--- config.mk ---
export PLATFORM = sky130hd
export DESIGN_NAME = alu_arbiter
export DESIGN_NICKNAME = d
export VERILOG_FILES = /design/src/rtl/alu_arbiter.sv
export SDC_FILE = /design/constraint.sdc
export NUM_CORES = 1
export LEC_CHECK = 0
export BUFFER_PORTS_ARGS = -buffer_cell sky130_fd_sc_hd__buf_2
export CAP_MARGIN = 20
export CORE_AREA = 4 4 213 215
export CTS_BUF_LIST = sky130_fd_sc_hd__clkbuf_8
export CTS_CLUSTER_DIAMETER = 200
export DETAILED_ROUTE_END_ITERATION = 10
export DIE_AREA = 0 0 217 219
export PLACE_DENSITY = 0.58
export SLEW_MARGIN = 20
export SYNTH_ARGS = -nofsm -noshare
export SYNTH_HDL_FRONTEND = slang
export SYNTH_SLANG_ARGS = --single-unit
--- constraint.sdc ---
create_clock -name clk -period 2.1 [get_ports clk]
set_input_delay 0.42 -clock clk [delete_from_list [all_inputs] [get_ports clk]]
set_output_delay 0.42 -clock clk [all_outputs]
set_load 0.03 [all_outputs]
--- src/rtl/alu_arbiter.sv ---
// Round-robin arbiter sharing one combinational 64-bit ALU between NUM_REQ requesters.
// Define HIVEK_ALU_ARB_FIXED_PRIO_EN for fixed lowest-index-wins priority.
module alu_arbiter #(
  parameter  int unsigned NUM_REQ = 2,
  parameter  int unsigned TAG_W   = 4,
  localparam int unsigned OP_W    = 4,
  localparam int unsigned DATA_W  = 64
) (
  input  logic                      clk,
  input  logic                      rst_n,
  input  logic [NUM_REQ-1:0]        req_valid,
  output logic [NUM_REQ-1:0]        req_ready,
  input  logic [NUM_REQ*OP_W-1:0]   req_sel,
  input  logic [NUM_REQ*DATA_W-1:0] req_src1,
  input  logic [NUM_REQ*DATA_W-1:0] req_src2,
  input  logic [NUM_REQ*TAG_W-1:0]  req_tag,
  output logic [OP_W-1:0]           alu_sel,
  output logic [DATA_W-1:0]         alu_src1,
  output logic [DATA_W-1:0]         alu_src2,
  input  logic [DATA_W-1:0]         alu_dst,
  output logic [NUM_REQ-1:0]        rsp_valid,
  input  logic [NUM_REQ-1:0]        rsp_ready,
  output logic [DATA_W-1:0]         rsp_data,
  output logic [TAG_W-1:0]          rsp_tag
);

  localparam int unsigned ID_W = $clog2(NUM_REQ);

  logic              iss_valid;
  logic [OP_W-1:0]   iss_sel;
  logic [DATA_W-1:0] iss_src1;
  logic [DATA_W-1:0] iss_src2;
  logic [TAG_W-1:0]  iss_tag;
  logic [ID_W-1:0]   iss_id;

  logic              rsp_vld;
  logic [ID_W-1:0]   rsp_id;

  logic              rsp_fire;
  logic              rsp_free;
  logic              iss_free;
  logic              gnt_found;
  logic [ID_W-1:0]   gnt_id;
  logic              accept;

  assign rsp_fire = rsp_vld && rsp_ready[rsp_id];
  assign rsp_free = !rsp_vld || rsp_fire;
  assign iss_free = !iss_valid || rsp_free;
  assign accept   = gnt_found && iss_free;

`ifdef HIVEK_ALU_ARB_FIXED_PRIO_EN
  // Lowest index wins; scanning downward lets the last match take priority.
  always_comb begin
    gnt_found = 1'b0;
    gnt_id    = '0;
    for (int k = int'(NUM_REQ) - 1; k >= 0; k--) begin
      if (req_valid[k]) begin
        gnt_found = 1'b1;
        gnt_id    = ID_W'(k);
      end
    end
  end
`else
  logic [ID_W-1:0] ptr;
  logic [ID_W-1:0] cand;

  // Search starts one past the last winner; the smallest offset wins.
  always_comb begin
    gnt_found = 1'b0;
    gnt_id    = '0;
    cand      = '0;
    for (int k = int'(NUM_REQ); k >= 1; k--) begin
      cand = ID_W'((32'(ptr) + 32'(k)) % NUM_REQ);
      if (req_valid[cand]) begin
        gnt_found = 1'b1;
        gnt_id    = cand;
      end
    end
  end

  always_ff @(posedge clk or negedge rst_n) begin
    if (!rst_n) begin
      ptr <= ID_W'(NUM_REQ - 1);
    end else if (accept) begin
      ptr <= gnt_id;
    end
  end
`endif

  always_comb begin
    req_ready = '0;
    if (accept) req_ready[gnt_id] = 1'b1;
  end

  always_comb begin
    rsp_valid = '0;
    if (rsp_vld) rsp_valid[rsp_id] = 1'b1;
  end

  assign alu_sel  = iss_sel;
  assign alu_src1 = iss_src1;
  assign alu_src2 = iss_src2;

  // Issue stage: loads the winner, empties when its result moves on.
  always_ff @(posedge clk or negedge rst_n) begin
    if (!rst_n) begin
      iss_valid <= 1'b0;
      iss_sel   <= '0;
      iss_src1  <= '0;
      iss_src2  <= '0;
      iss_tag   <= '0;
      iss_id    <= '0;
    end else begin
      if (iss_free) iss_valid <= accept;
      if (accept) begin
        iss_sel  <= req_sel[32'(gnt_id)*OP_W +: OP_W];
        iss_src1 <= req_src1[32'(gnt_id)*DATA_W +: DATA_W];
        iss_src2 <= req_src2[32'(gnt_id)*DATA_W +: DATA_W];
        iss_tag  <= req_tag[32'(gnt_id)*TAG_W +: TAG_W];
        iss_id   <= gnt_id;
      end
    end
  end

  // Response stage: captures the ALU result and holds it until accepted.
  always_ff @(posedge clk or negedge rst_n) begin
    if (!rst_n) begin
      rsp_vld  <= 1'b0;
      rsp_data <= '0;
      rsp_tag  <= '0;
      rsp_id   <= '0;
    end else if (iss_valid && rsp_free) begin
      rsp_vld  <= 1'b1;
      rsp_data <= alu_dst;
      rsp_tag  <= iss_tag;
      rsp_id   <= iss_id;
    end else if (rsp_fire) begin
      rsp_vld  <= 1'b0;
    end
  end

endmodule

==> run summary, run 1 <==
The run finished, with violations left. The final reports fail on setup timing. The classification of the worst setup path is reg2out. For the worst setup path, the data required time is 1.68 ns. The data arrival time at the worst-slack endpoint is 1.72 ns. The number of antenna violations at the first check in global routing is 2.

At the later pin of the worst-skew pair, clock insertion delay measures 0.55 ns. The synthesis warning total came out at 0. The relative area change from synthesis to final layout is 46.8%. The final layout contains 1,544 nets. The multi-input gate area in the final layout came out at 4010 sq um. The final HPWL from detailed placement is 23,000 microns. The total grt overflow came out at 0.

The portion of total power attributed to the clock network is 17.9%. The slowest stage of the critical path is the sky130_fd_sc_hd__dfrtp_2 cell. Clock tree synthesis inserted a total of 38 buffers.

The share of power burned in registers is 33.6%. For this design the top-level I/O count stands at 546. In this run the clock root is driven by a sky130_fd_sc_hd__clkbuf_8. The congestion estimate from routability-driven global placement came to 0.805. The initial DRC count is 230. After synthesis, the most frequently instantiated cells are sky130_fd_sc_hd__mux2_2 (341), sky130_fd_sc_hd__dfrtp_1 (208), sky130_fd_sc_hd__buf_2 (19). Summed over all instances, the cell type with the most area after synthesis is sky130_fd_sc_hd__dfrtp_1. Including well taps, the total number of placed cells is 1,747.

The average cell area after synthesis came out at 15.7 sq um. The worst hold path belongs to the class in2reg. After detailed routing, the number of vias per cell comes to 4.01.

The number of stages on the worst hold path is 2. The total core area came out at 43,700 sq um. TritonCTS built the clock tree. The kind of capture point of the worst setup path is an output pin. At the pin with the least slew margin, the transition time is 0.504 ns. The detailed-router iteration count before antenna repair came out at 4. The chip width is 217 microns. The area share of the largest cell type after synthesis is 54.8%. Summed over all cells, the static leakage comes to 6.66 nW. The post-layout worst setup margin came out at -0.0371 ns.

Counting flops with an async set or reset pin after synthesis yields a share of 100%. The post-synthesis net count is 948. The share of cells above drive strength 1 is 81.2%. Summing all flip-flop and latch instances after layout gives 5230 sq um. In this run the worst path has a maximum fanout of 4.

The final critical path time including I/O delays and setup is 2.14 ns. The post-synthesis cell area is 9500 sq um. The combinational cell fraction of total power is 48.5%.

Setup repair after global routing could not meet its margin everywhere. The first global-routing pass estimated 43,800 microns of wire. The biggest cell delay along the critical path came out at 0.44 ns.

The buffers plus inverters on the worst setup path came out at 1. The highest clock frequency the design can meet is 468 MHz. The number of input and output port buffers inserted is 545.

The count of non-filler cells in the finished layout is 1,816. Global routing used 11.7% of the available tracks. The most used flip-flop cell after synthesis is sky130_fd_sc_hd__dfrtp_1. After synthesis, the cell types taking the most area are sky130_fd_sc_hd__dfrtp_1 (55%), sky130_fd_sc_hd__mux2_2 (40%), sky130_fd_sc_hd__buf_6 (1.9%). The register area share after synthesis is 55.0%. Dividing total power by cell area gives a power density of 1420 nW/um^2. The clock skew came out at 0.0169 ns. The antenna violation net count after detailed routing is 0.

Yosys mapped a number of flops with a built-in enable equal to 0. The aggregate routed wire length is 29,500 microns. No sink is reached through more buffers than the 3 on the longest clock path. The netlist uses 20 different library cells. In this run the vertical extent of the chip is 219 microns. The count of maximum capacitance violations came out at 0. Grouping stages by cell kind, the critical path spends the most delay in flip-flops. The site row count is 77.

The gate count of the mapped netlist came out at 606. The average detailed-routed wire length per instance is 16.3 microns. The count of fill cells added during filler insertion came out at 4,521.

The ratio of final minimum period to clock period is 102%. The count of endpoints failing hold in the final timing report is 0. The number of remaining DRC errors came out at 0. Measured in cells, the most critical reg-to-reg path has a length of 7. The switching part of the total came out at 42.3%.

The internal power is 11.4 mW. The number of global-route vias before repair is 7,982. The count of clock tree sinks came out at 209.

The dominant cell by count in the synthesized netlist is sky130_fd_sc_hd__mux2_2. The count of H-tree levels built during CTS came out at 2. The remaining max-slew budget at the tightest pin came out at 66.4%.

The max-slew violation total from the final report is 0. The logic depth of the worst setup path including buffers is 4. The number of synthesized register bits came out at 209. The switching power total is 8.39 mW. Hold is met by 0.0977 ns. STA classifies the critical path startpoint as a flop. The highest ir drop seen on vdd is 1140 uV. Entering global routing, the biggest net connects 70 pins. The number of setup violations in the final report is 1. Traced cell by cell, the critical path runs through mux2i_4 -> a31oi_4 -> nor2b_4 -> buf_6. The area of the die is 47,500 sq um.

The starting density of the core is 21.7%. After clock tree synthesis, the clock-pin slew on the worst setup and hold paths is 0.06 ns. The count of vias placed by the detailed router is 7,274.
what timing repair did:
action | CTS | global route
hold buffers | 1 | 0
resized for setup | 8 | 5
pin swaps | 2 | 2
setup buffers | 3 | 2
endpoints found under the hold margin | 41 | 0
endpoints found under the setup margin | 2 | 3
gates cloned | 0 | 1
placed cells by master, fill, tap and decap left out, drive strengths merged:
cell type    synthesis  final
nor2b                2      2
and2b                1      1
o2bb2ai              2      2
clkbuf               2     46
dfrtp              208    208
nand2                1      1
buf                 35    590
and2                 2      2
nand3                1      1
mux2i                1      1
diode                0      1
nor2                 1      1
clkinv               0      3
a31oi                2      2
clkinvlp             0      2
dlygate4sd3          0      1
a21o                 1      1
dfstp                1      1
mux2               341    341
inv                  3     15
a21boi               2      2
through the flow:
stage          TNS, ns  util (%)  worst slack, ns  cell area (sq um)  power [mW]
2_1_floorplan        0         -           0.0645               9500        13.1
3_3_place_gp         0      30.1            0.151              13200        16.2
3_5_place_dp         0      30.1            0.140              13200        16.4
4_1_cts         -0.269      31.8           -0.147              13900        20.2
5_1_grt         -0.223      31.9           -0.131              14000        21.0
6_report       -0.0371      31.9          -0.0371              14000        19.8
cell type report:
cell class | count | share of cell area, %
multi-input combinational | 357 | 28.8
inverter | 3 | 0.0807
sequential | 209 | 37.5
tap | 592 | 5.31
clock inverter | 17 | 0.574
timing repair buffer | 593 | 23.4
antenna | 1 | 0.0179
clock buffer | 44 | 4.34
layer usage:
layer,wire [microns],up-vias,GRT usage (%)
met4,723,0,3.67
met3,3030,55,4.57
met1,10800,3470,12.7
met2,15000,357,20.9
li1,-,3392,-
met5,0,-,0
power by group through the flow:
stage          logic (mW)  registers, mW  clock network [mW]
2_1_floorplan        3.14           10.0                   0
3_3_place_gp         9.57           6.67                   0
3_5_place_dp         9.66           6.72                   0
4_1_cts              9.72           6.69                3.78
5_1_grt              10.2           6.89                3.95
6_report             9.62           6.66                3.55
cells by family (layout without fill, tap and decap cells):
family	Yosys count	after routing	synth area share, %
DFF	209	209	55.0
buffers and inverters	40	657	3.09
muxes	342	342	40.6
and+or+nand+nor	8	8	0.474
other	0	1	0
AOI/OAI and AO/OA	7	7	0.751
state kept, by name, indices dropped and copies added, names as in the netlist:
| signal | flops |
|---|---|
| alu_sel | 4 |
| alu_src1 | 64 |
| alu_src2 | 64 |
| iss_id | 1 |
| iss_tag | 4 |
| iss_valid | 1 |
| ptr | 1 |
| rsp_data | 64 |
| rsp_id | 1 |
| rsp_tag | 4 |
| rsp_vld | 1 |
worst paths after layout:
check                            start           end  slack, ns
setup / recovery                rsp_id  req_ready[0]      -0.04
hold / removal             alu_dst[59]  rsp_data[59]        0.1
setup reg to reg                rsp_id  alu_src2[17]       0.12
hold reg to reg                    ptr           ptr       0.50
max in group asynchronous        rst_n   alu_src2[5]       1.03
min in group asynchronous        rst_n  alu_src1[30]       0.42
Power figures use the tool's default switching activity.
==> run 2: changes to the inputs <==
--- a/config.mk
+++ b/config.mk
@@ -7,12 +7,14 @@
 export LEC_CHECK = 0
 export BUFFER_PORTS_ARGS = -buffer_cell sky130_fd_sc_hd__buf_2
 export CAP_MARGIN = 20
+export CELL_PAD_IN_SITES_DETAIL_PLACEMENT = 1
+export CELL_PAD_IN_SITES_GLOBAL_PLACEMENT = 2
 export CORE_AREA = 4 4 213 215
 export CTS_BUF_LIST = sky130_fd_sc_hd__clkbuf_8
 export CTS_CLUSTER_DIAMETER = 200
 export DETAILED_ROUTE_END_ITERATION = 10
 export DIE_AREA = 0 0 217 219
-export PLACE_DENSITY = 0.58
+export PLACE_DENSITY = 0.78
 export SLEW_MARGIN = 20
 export SYNTH_ARGS = -nofsm -noshare
 export SYNTH_HDL_FRONTEND = slang
==> run summary, run 2 (synthesized netlist as in run 1, its figures left out) <==
The run finished, with violations left. The final reports fail on setup timing. The final core utilization is 32.3% (+0.41 points). The amount of wire on met2 after detailed routing is 17,300 microns (+15%). The leakage power total was 6.76 nW (+1.4%).

The count of fill cells added during filler insertion came out at 5,000 (+11%). The final HPWL from detailed placement is 26,200 microns (+14%). The sequential standard cell area came out at 5230 sq um (about the same). The switching part of the total is 42.1% (-0.26 points). The first-pass GRT wire length is 49,100 microns (+12%). The measured slew at the worst slew-check pin came to 0.399 ns (-0.105 ns).

The number of antenna violations at the first check in global routing came out at 3 (+1). The length of routed wiring on met1 is 11,400 microns (+6.4%). The starting density of the core came out at 21.7% (unchanged). The die boundary height was 219 microns (unchanged). The final weighted congestion in routability-driven placement came out at 0.796 (-1.1%). The classification of the worst setup path is reg2out.

The average detailed-routed wire length per instance came out at 18.1 microns (+11%). The share of power burned in registers is 32.4% (-1.2 points). STA classifies the critical path endpoint as an output pin. The count of clock tree sinks is 209 (unchanged). The total routing usage reported by global routing is 13.3% (+1.6 points). The count of vias placed by the detailed router is 7,463 (+2.6%). The power per unit of standard cell area was 1460 nW/um^2 (+2.5%). The number of placed instances with taps included came out at 1,748 (+0.057%). The antenna violation net count after detailed routing is 0 (unchanged). The worst slack at placement was 0.105 ns (-0.0354 ns). The power consumption is 20.6 mW (+3.9%). The detail-routed via count per cell is 4.08 (+1.9%). The remaining max-slew budget at the tightest pin is 73.4% (+7.0 points). The total grt overflow is 0 (unchanged). The max-slew violation total from the final report is 0 (unchanged). Leaving out fill and tap cells, the most frequent cell in the layout is sky130_fd_sc_hd__buf_2.

The data arrival time at the worst-slack endpoint is 1.75 ns (+0.03 ns). The relative area change from synthesis to final layout came out at 48.7%. The length of routed met3 wiring came out at 3190 microns (+5.0%). The multi-input gate area in the final layout was 4010 sq um (unchanged). The count of H-tree levels built during CTS is 2 (unchanged). TritonCTS built the clock tree.

The ratio of final minimum period to clock period came out at 103% (+1.5 points). The portion of total power attributed to the clock network is 19.7% (+1.8 points). The detailed-router iteration count before antenna repair is 4 (unchanged).

Traced cell by cell, the critical path runs through mux2i_4 -> a31oi_4 -> nor2b_4 -> buf_6. The initial DRC count came out at 142 (-38%). The slowest cell on the critical path is sky130_fd_sc_hd__dfrtp_2. The net count reported at finish is 1,547 (+0.19%). The count of non-filler cells in the finished layout is 1,828 (+0.66%). The chip width is 217 microns (unchanged). The biggest cell delay along the critical path came to 0.43 ns (about the same). The combinational cell fraction of total power came out at 47.9% (-0.6 points). The number of input and output port buffers inserted is 545 (unchanged). The required time of the critical path is 1.68 ns (about the same). The path class of the tightest hold or removal check is in2reg. Signal routing reaches up to met5.

The count of endpoints failing hold in the final timing report came out at 0 (unchanged). The clock transition time at the flip-flop clock pins of the worst setup and hold paths came to 0.06 ns (about the same). The number of CTS-inserted buffers came out at 39 (+2.6%). The count of maximum capacitance violations came to 0 (unchanged). The internal power is 11.9 mW (+4.3%). The highest ir drop seen on vdd was 727 uV (-36%). The number of setup violations in the final report came out at 2 (+1). The number of global-route vias before repair came to 8,495 (+6.4%).

The post-layout worst setup margin came out at -0.0694 ns (-0.0322 ns). Setup repair after global routing could not meet its margin everywhere. The final sum of negative setup slack came to -0.105 ns (-0.0683 ns).

The share of cells above drive strength 1 came out at 81.2% (about the same). The maximum number of pins on one net before global-route repair is 47 (-33%). The clock latency of the later-clocked register in the worst-skew pair was 0.56 ns (about the same). The switching power total came out at 8.66 mW (+3.2%). The area of the die came out at 47,500 sq um (unchanged).

The I/O pin total came to 546 (unchanged). The type of origin of the critical path is a flop. The aggregate routed wire length was 33,000 microns (+12%). The site row count is 77 (unchanged). The number of remaining DRC errors was 0 (unchanged). The highest clock frequency the design can meet came to 461 MHz (-1.5%). The largest fanout of any net on the critical path is 3 (-1). The final critical path time including I/O delays and setup was 2.17 ns (+0.0322 ns).

The tree is rooted in a sky130_fd_sc_hd__clkbuf_8. In the layout the commonest cells are sky130_fd_sc_hd__buf_2 (542), sky130_fd_sc_hd__mux2_2 (341), sky130_fd_sc_hd__dfrtp_1 (207). The total core area came to 43,700 sq um (unchanged). The clock skew is 0.0206 ns (+0.00369 ns). The maximum clock insertion buffer count is 3 (unchanged).
run 2: cell count changes in the layout (fill, tap and decap cells not counted), sizes merged:
cell | previous run | this run
bufbuf | 0 | 1
clkinvlp | 2 | 3
buf | 590 | 593
clkinv | 3 | 1
clkbuf | 46 | 55
run 2: final cells by class:
cell class                      count  area share, %
Tap cell                          592           5.24
Antenna cell                        1         0.0177
Sequential cell                   209           37.0
Inverter                            3         0.0797
Clock buffer                       55           5.36
Multi-Input combinational cell    357           28.4
Timing Repair Buffer              595           23.4
Clock inverter                     16          0.514
run 2: layer usage:
metal  vias to the layer above  track usage, %
met2                       367            24.5
met5                         -               0
met3                        65            5.36
met4                         4            4.43
met1                      3625            13.6
li1                       3402               -
run 2: worst max-delay path, delay by kind of cell, from the launching register on:
kind,cells,cell delay [ns]
flops,1,0.43
mux,1,0.22
compound gates,1,0.22
simple gates,1,0.18
buf+inv,1,0.14
run 2: power groups by stage:
stage / sequential [mW] / clock [mW] / combinational [mW]
after detailed placement: 6.77 / 0 / 9.88
final: 6.68 / 4.06 / 9.86
after global placement: 6.66 / 0 / 9.77
after global routing: 6.93 / 4.46 / 10.4
after floorplan: 10.0 / 0 / 3.14
after CTS: 6.73 / 4.27 / 10.0
run 2: path summary, 6_finish.rpt:
| path | from | end | slack [ns] | cells past startpoint |
|---|---|---|---|---|
| setup / recovery | rsp_id | req_ready[0] | -0.07 | 4 |
| setup reg to reg | rsp_id | alu_src2[25] | 0.12 | 6 |
| min in group asynchronous | rst_n | alu_src1[19] | 0.38 | 2 |
| hold reg to reg | alu_src2[12] | alu_src2[12] | 0.50 | 1 |
| hold / removal | alu_dst[20] | rsp_data[20] | 0.09 | 2 |
| max in group asynchronous | rst_n | rsp_data[17] | 1.10 | 3 |
run 2: repair_timing:
action	4_1_cts	5_1_grt
resized for setup	3	7
hold buffers	1	0
buffers inserted	5	2
pin swaps	2	2
cloned	1	0
hold endpoints to repair	38	0
endpoints found under the setup margin	2	2
run 2: stage by stage:
stage	instance area, sq um	hold slack, ns
floorplan	9500	0.124
global placement	13200	0.365
detailed placement	13200	0.369
CTS	14100	0.0157
global route	14100	0.0294
finish	14100	0.0873
==> run 3: changes to the inputs <==
--- a/config.mk
+++ b/config.mk
@@ -15,6 +15,7 @@
 export DETAILED_ROUTE_END_ITERATION = 10
 export DIE_AREA = 0 0 217 219
 export PLACE_DENSITY = 0.78
+export RECOVER_POWER = 50
 export SLEW_MARGIN = 20
 export SYNTH_ARGS = -nofsm -noshare
 export SYNTH_HDL_FRONTEND = slang
==> run summary, run 3 (synthesized netlist as in run 1, its figures left out) <==
The flow ran to the end, but the final reports show violations. The final reports fail on setup timing. The site row count is 77 (unchanged). The clock skew came out at 0.0204 ns (-0.000177 ns). The min-delay analysis places its worst path in the category in2reg.

The total core area is 43,700 sq um (unchanged). The total routing usage reported by global routing is 13.3% (unchanged). The highest ir drop seen on vdd came out at 721 uV (-0.82%). The top cell types in the final layout, fill and taps aside, are sky130_fd_sc_hd__buf_2 (544), sky130_fd_sc_hd__mux2_2 (341), sky130_fd_sc_hd__dfrtp_1 (207). The final HPWL from detailed placement came out at 26,200 microns (unchanged).

The final core utilization is 32.2% (-0.086 points). The final cell area excluding filler cells came out at 14,100 sq um (-0.27%). The largest fanout of any net on the critical path came out at 3 (unchanged).

The share of cells above drive strength 1 is 81.2% (unchanged). The clock transition time at the flip-flop clock pins of the worst setup and hold paths came out at 0.06 ns (about the same). The library cell used most frequently in the layout, excluding fill and tap cells, is sky130_fd_sc_hd__buf_2. The starting density of the core is 21.7% (unchanged). The ratio of final minimum period to clock period is 103% (about the same). STA classifies the critical path startpoint as a flop. The final critical path time including I/O delays and setup is 2.17 ns (-0.000395 ns).

The number of placed instances with taps included came to 1,748 (unchanged). The post-layout worst setup margin came out at -0.0690 ns (+0.000395 ns). The worst hold-check slack is 0.0876 ns (+0.000285 ns).

The initial DRC count is 143 (+0.70%). The net count reported at finish was 1,547 (unchanged). The final weighted congestion in routability-driven placement came to 0.796 (unchanged). The maximum number of pins on one net before global-route repair is 47 (unchanged).

The aggregate routed wire length is 33,000 microns (about the same). The average detailed-routed wire length per instance came out at 18.0 microns (about the same). The classification of the worst setup path is reg2out.

The number of antenna violations at the first check in global routing is 3 (unchanged). The number of setup violations in the final report is 2 (unchanged). The data arrival time at the worst-slack endpoint is 1.75 ns (about the same). TritonCTS built the clock tree. The leakage power total came out at 6.74 nW (-0.20%). The power per unit of standard cell area is 1460 nW/um^2 (+0.21%). The die boundary height came to 219 microns (unchanged). The count of clock tree sinks came out at 209 (unchanged). The count of endpoints failing hold in the final timing report is 0 (unchanged). The number of global-route vias before repair came out at 8,495 (unchanged).

STA classifies the critical path endpoint as an output pin. The total grt overflow is 0 (unchanged). The final sum of negative setup slack came out at -0.105 ns (+0.000881 ns). The number of CTS-inserted buffers came to 39 (unchanged). The chip width was 217 microns (unchanged). The count of H-tree levels built during CTS came to 2 (unchanged).

The antenna violation net count after detailed routing came out at 0 (unchanged). The first-pass GRT wire length came to 49,100 microns (unchanged). Clock tree synthesis selected as its root buffer the cell sky130_fd_sc_hd__clkbuf_8. The count of vias placed by the detailed router is 7,463 (unchanged). The highest clock frequency the design can meet came out at 461 MHz (about the same). The remaining max-slew budget at the tightest pin is 16.0% (-57 points). The number of remaining DRC errors was 0 (unchanged). The max-slew violation total from the final report came out at 0 (unchanged). The standard cell area after detailed placement came out at 13,200 sq um (unchanged). Setup repair after global routing could not meet its margin everywhere. The number of input and output port buffers inserted is 545 (unchanged). The count of maximum capacitance violations is 0 (unchanged). The measured slew at the worst slew-check pin is 1.26 ns (+0.861 ns). The maximum clock insertion buffer count is 3 (unchanged). The I/O pin total came to 546 (unchanged). The detailed-router iteration count before antenna repair came out at 4 (unchanged). The clock latency of the later-clocked register in the worst-skew pair was 0.56 ns (about the same). The relative area change from synthesis to final layout came out at 48.3%. The detail-routed via count per cell is 4.08 (unchanged). The count of non-filler cells in the finished layout came out at 1,828 (unchanged). The required time of the critical path came out at 1.68 ns (about the same). The area of the die is 47,500 sq um (unchanged).
-- run 3: path summary, 6_finish.rpt --
kind	slack, ns	endpoint	start	depth (start not counted)
worst min register to register	0.50	alu_src2[12]	alu_src2[12]	1
min in group asynchronous	0.69	alu_src1[19]	rst_n	2
max in group asynchronous	0.29	alu_src1[16]	rst_n	3
worst max register to register	0.12	alu_src2[25]	rsp_id	6
worst max-delay path	-0.07	req_ready[0]	rsp_id	4
worst min-delay path	0.09	rsp_data[20]	alu_dst[20]	2
-- run 3: per-layer routing --
layer  GRT usage [%]  wire length (microns)
met1            13.6                  11400
met2            24.5                  17300
met3            5.36                   3190
met4            4.43                    995
met5               0                     27
-- run 3: layout make-up --
type                       instances  area (sq um)
fill                            5006         29600
sequential                       209          5230
multi-input combinational        357          4010
timing repair buffer             595          3270
clock buffer                      55           757
tap                              592           741
clock inverter                    16          72.6
inverter                           3          11.3
antenna                            1          2.50
-- run 3: repair_timing --
| action | 4_1_cts | 5_1_grt |
|---|---|---|
| endpoints found under the hold margin | 38 | 0 |
| endpoints found under the setup margin | 2 | 2 |
| setup buffers | 5 | 2 |
| hold buffers | 1 | 0 |
| resized for setup | 3 | 7 |
| cloned | 1 | 0 |
| pin swaps | 2 | 2 |
-- run 3: critical path, stage by stage, from the launching register on --
cell                      delay [ns]
sky130_fd_sc_hd__dfrtp_2        0.43
sky130_fd_sc_hd__mux2i_4        0.22
sky130_fd_sc_hd__a31oi_4        0.22
sky130_fd_sc_hd__nor2b_4        0.18
sky130_fd_sc_hd__buf_6          0.14
-- run 3: power by group --
part / switching [mW] / total [mW] / internal, mW / leakage, nW
Sequential: 0.912 / 6.68 / 5.77 / 2.43
Clock: 1.74 / 4.06 / 2.32 / 0.464
Combinational: 6.00 / 9.85 / 3.84 / 3.85
-- run 3: metrics by stage --
step | setup slack [ns] | power [mW]
finish | -0.0690 | 20.6
global route | -0.171 | 21.8
CTS | -0.192 | 21.0
detailed placement | 0.105 | 16.7
global placement | 0.175 | 16.4
floorplan | 0.0645 | 13.1
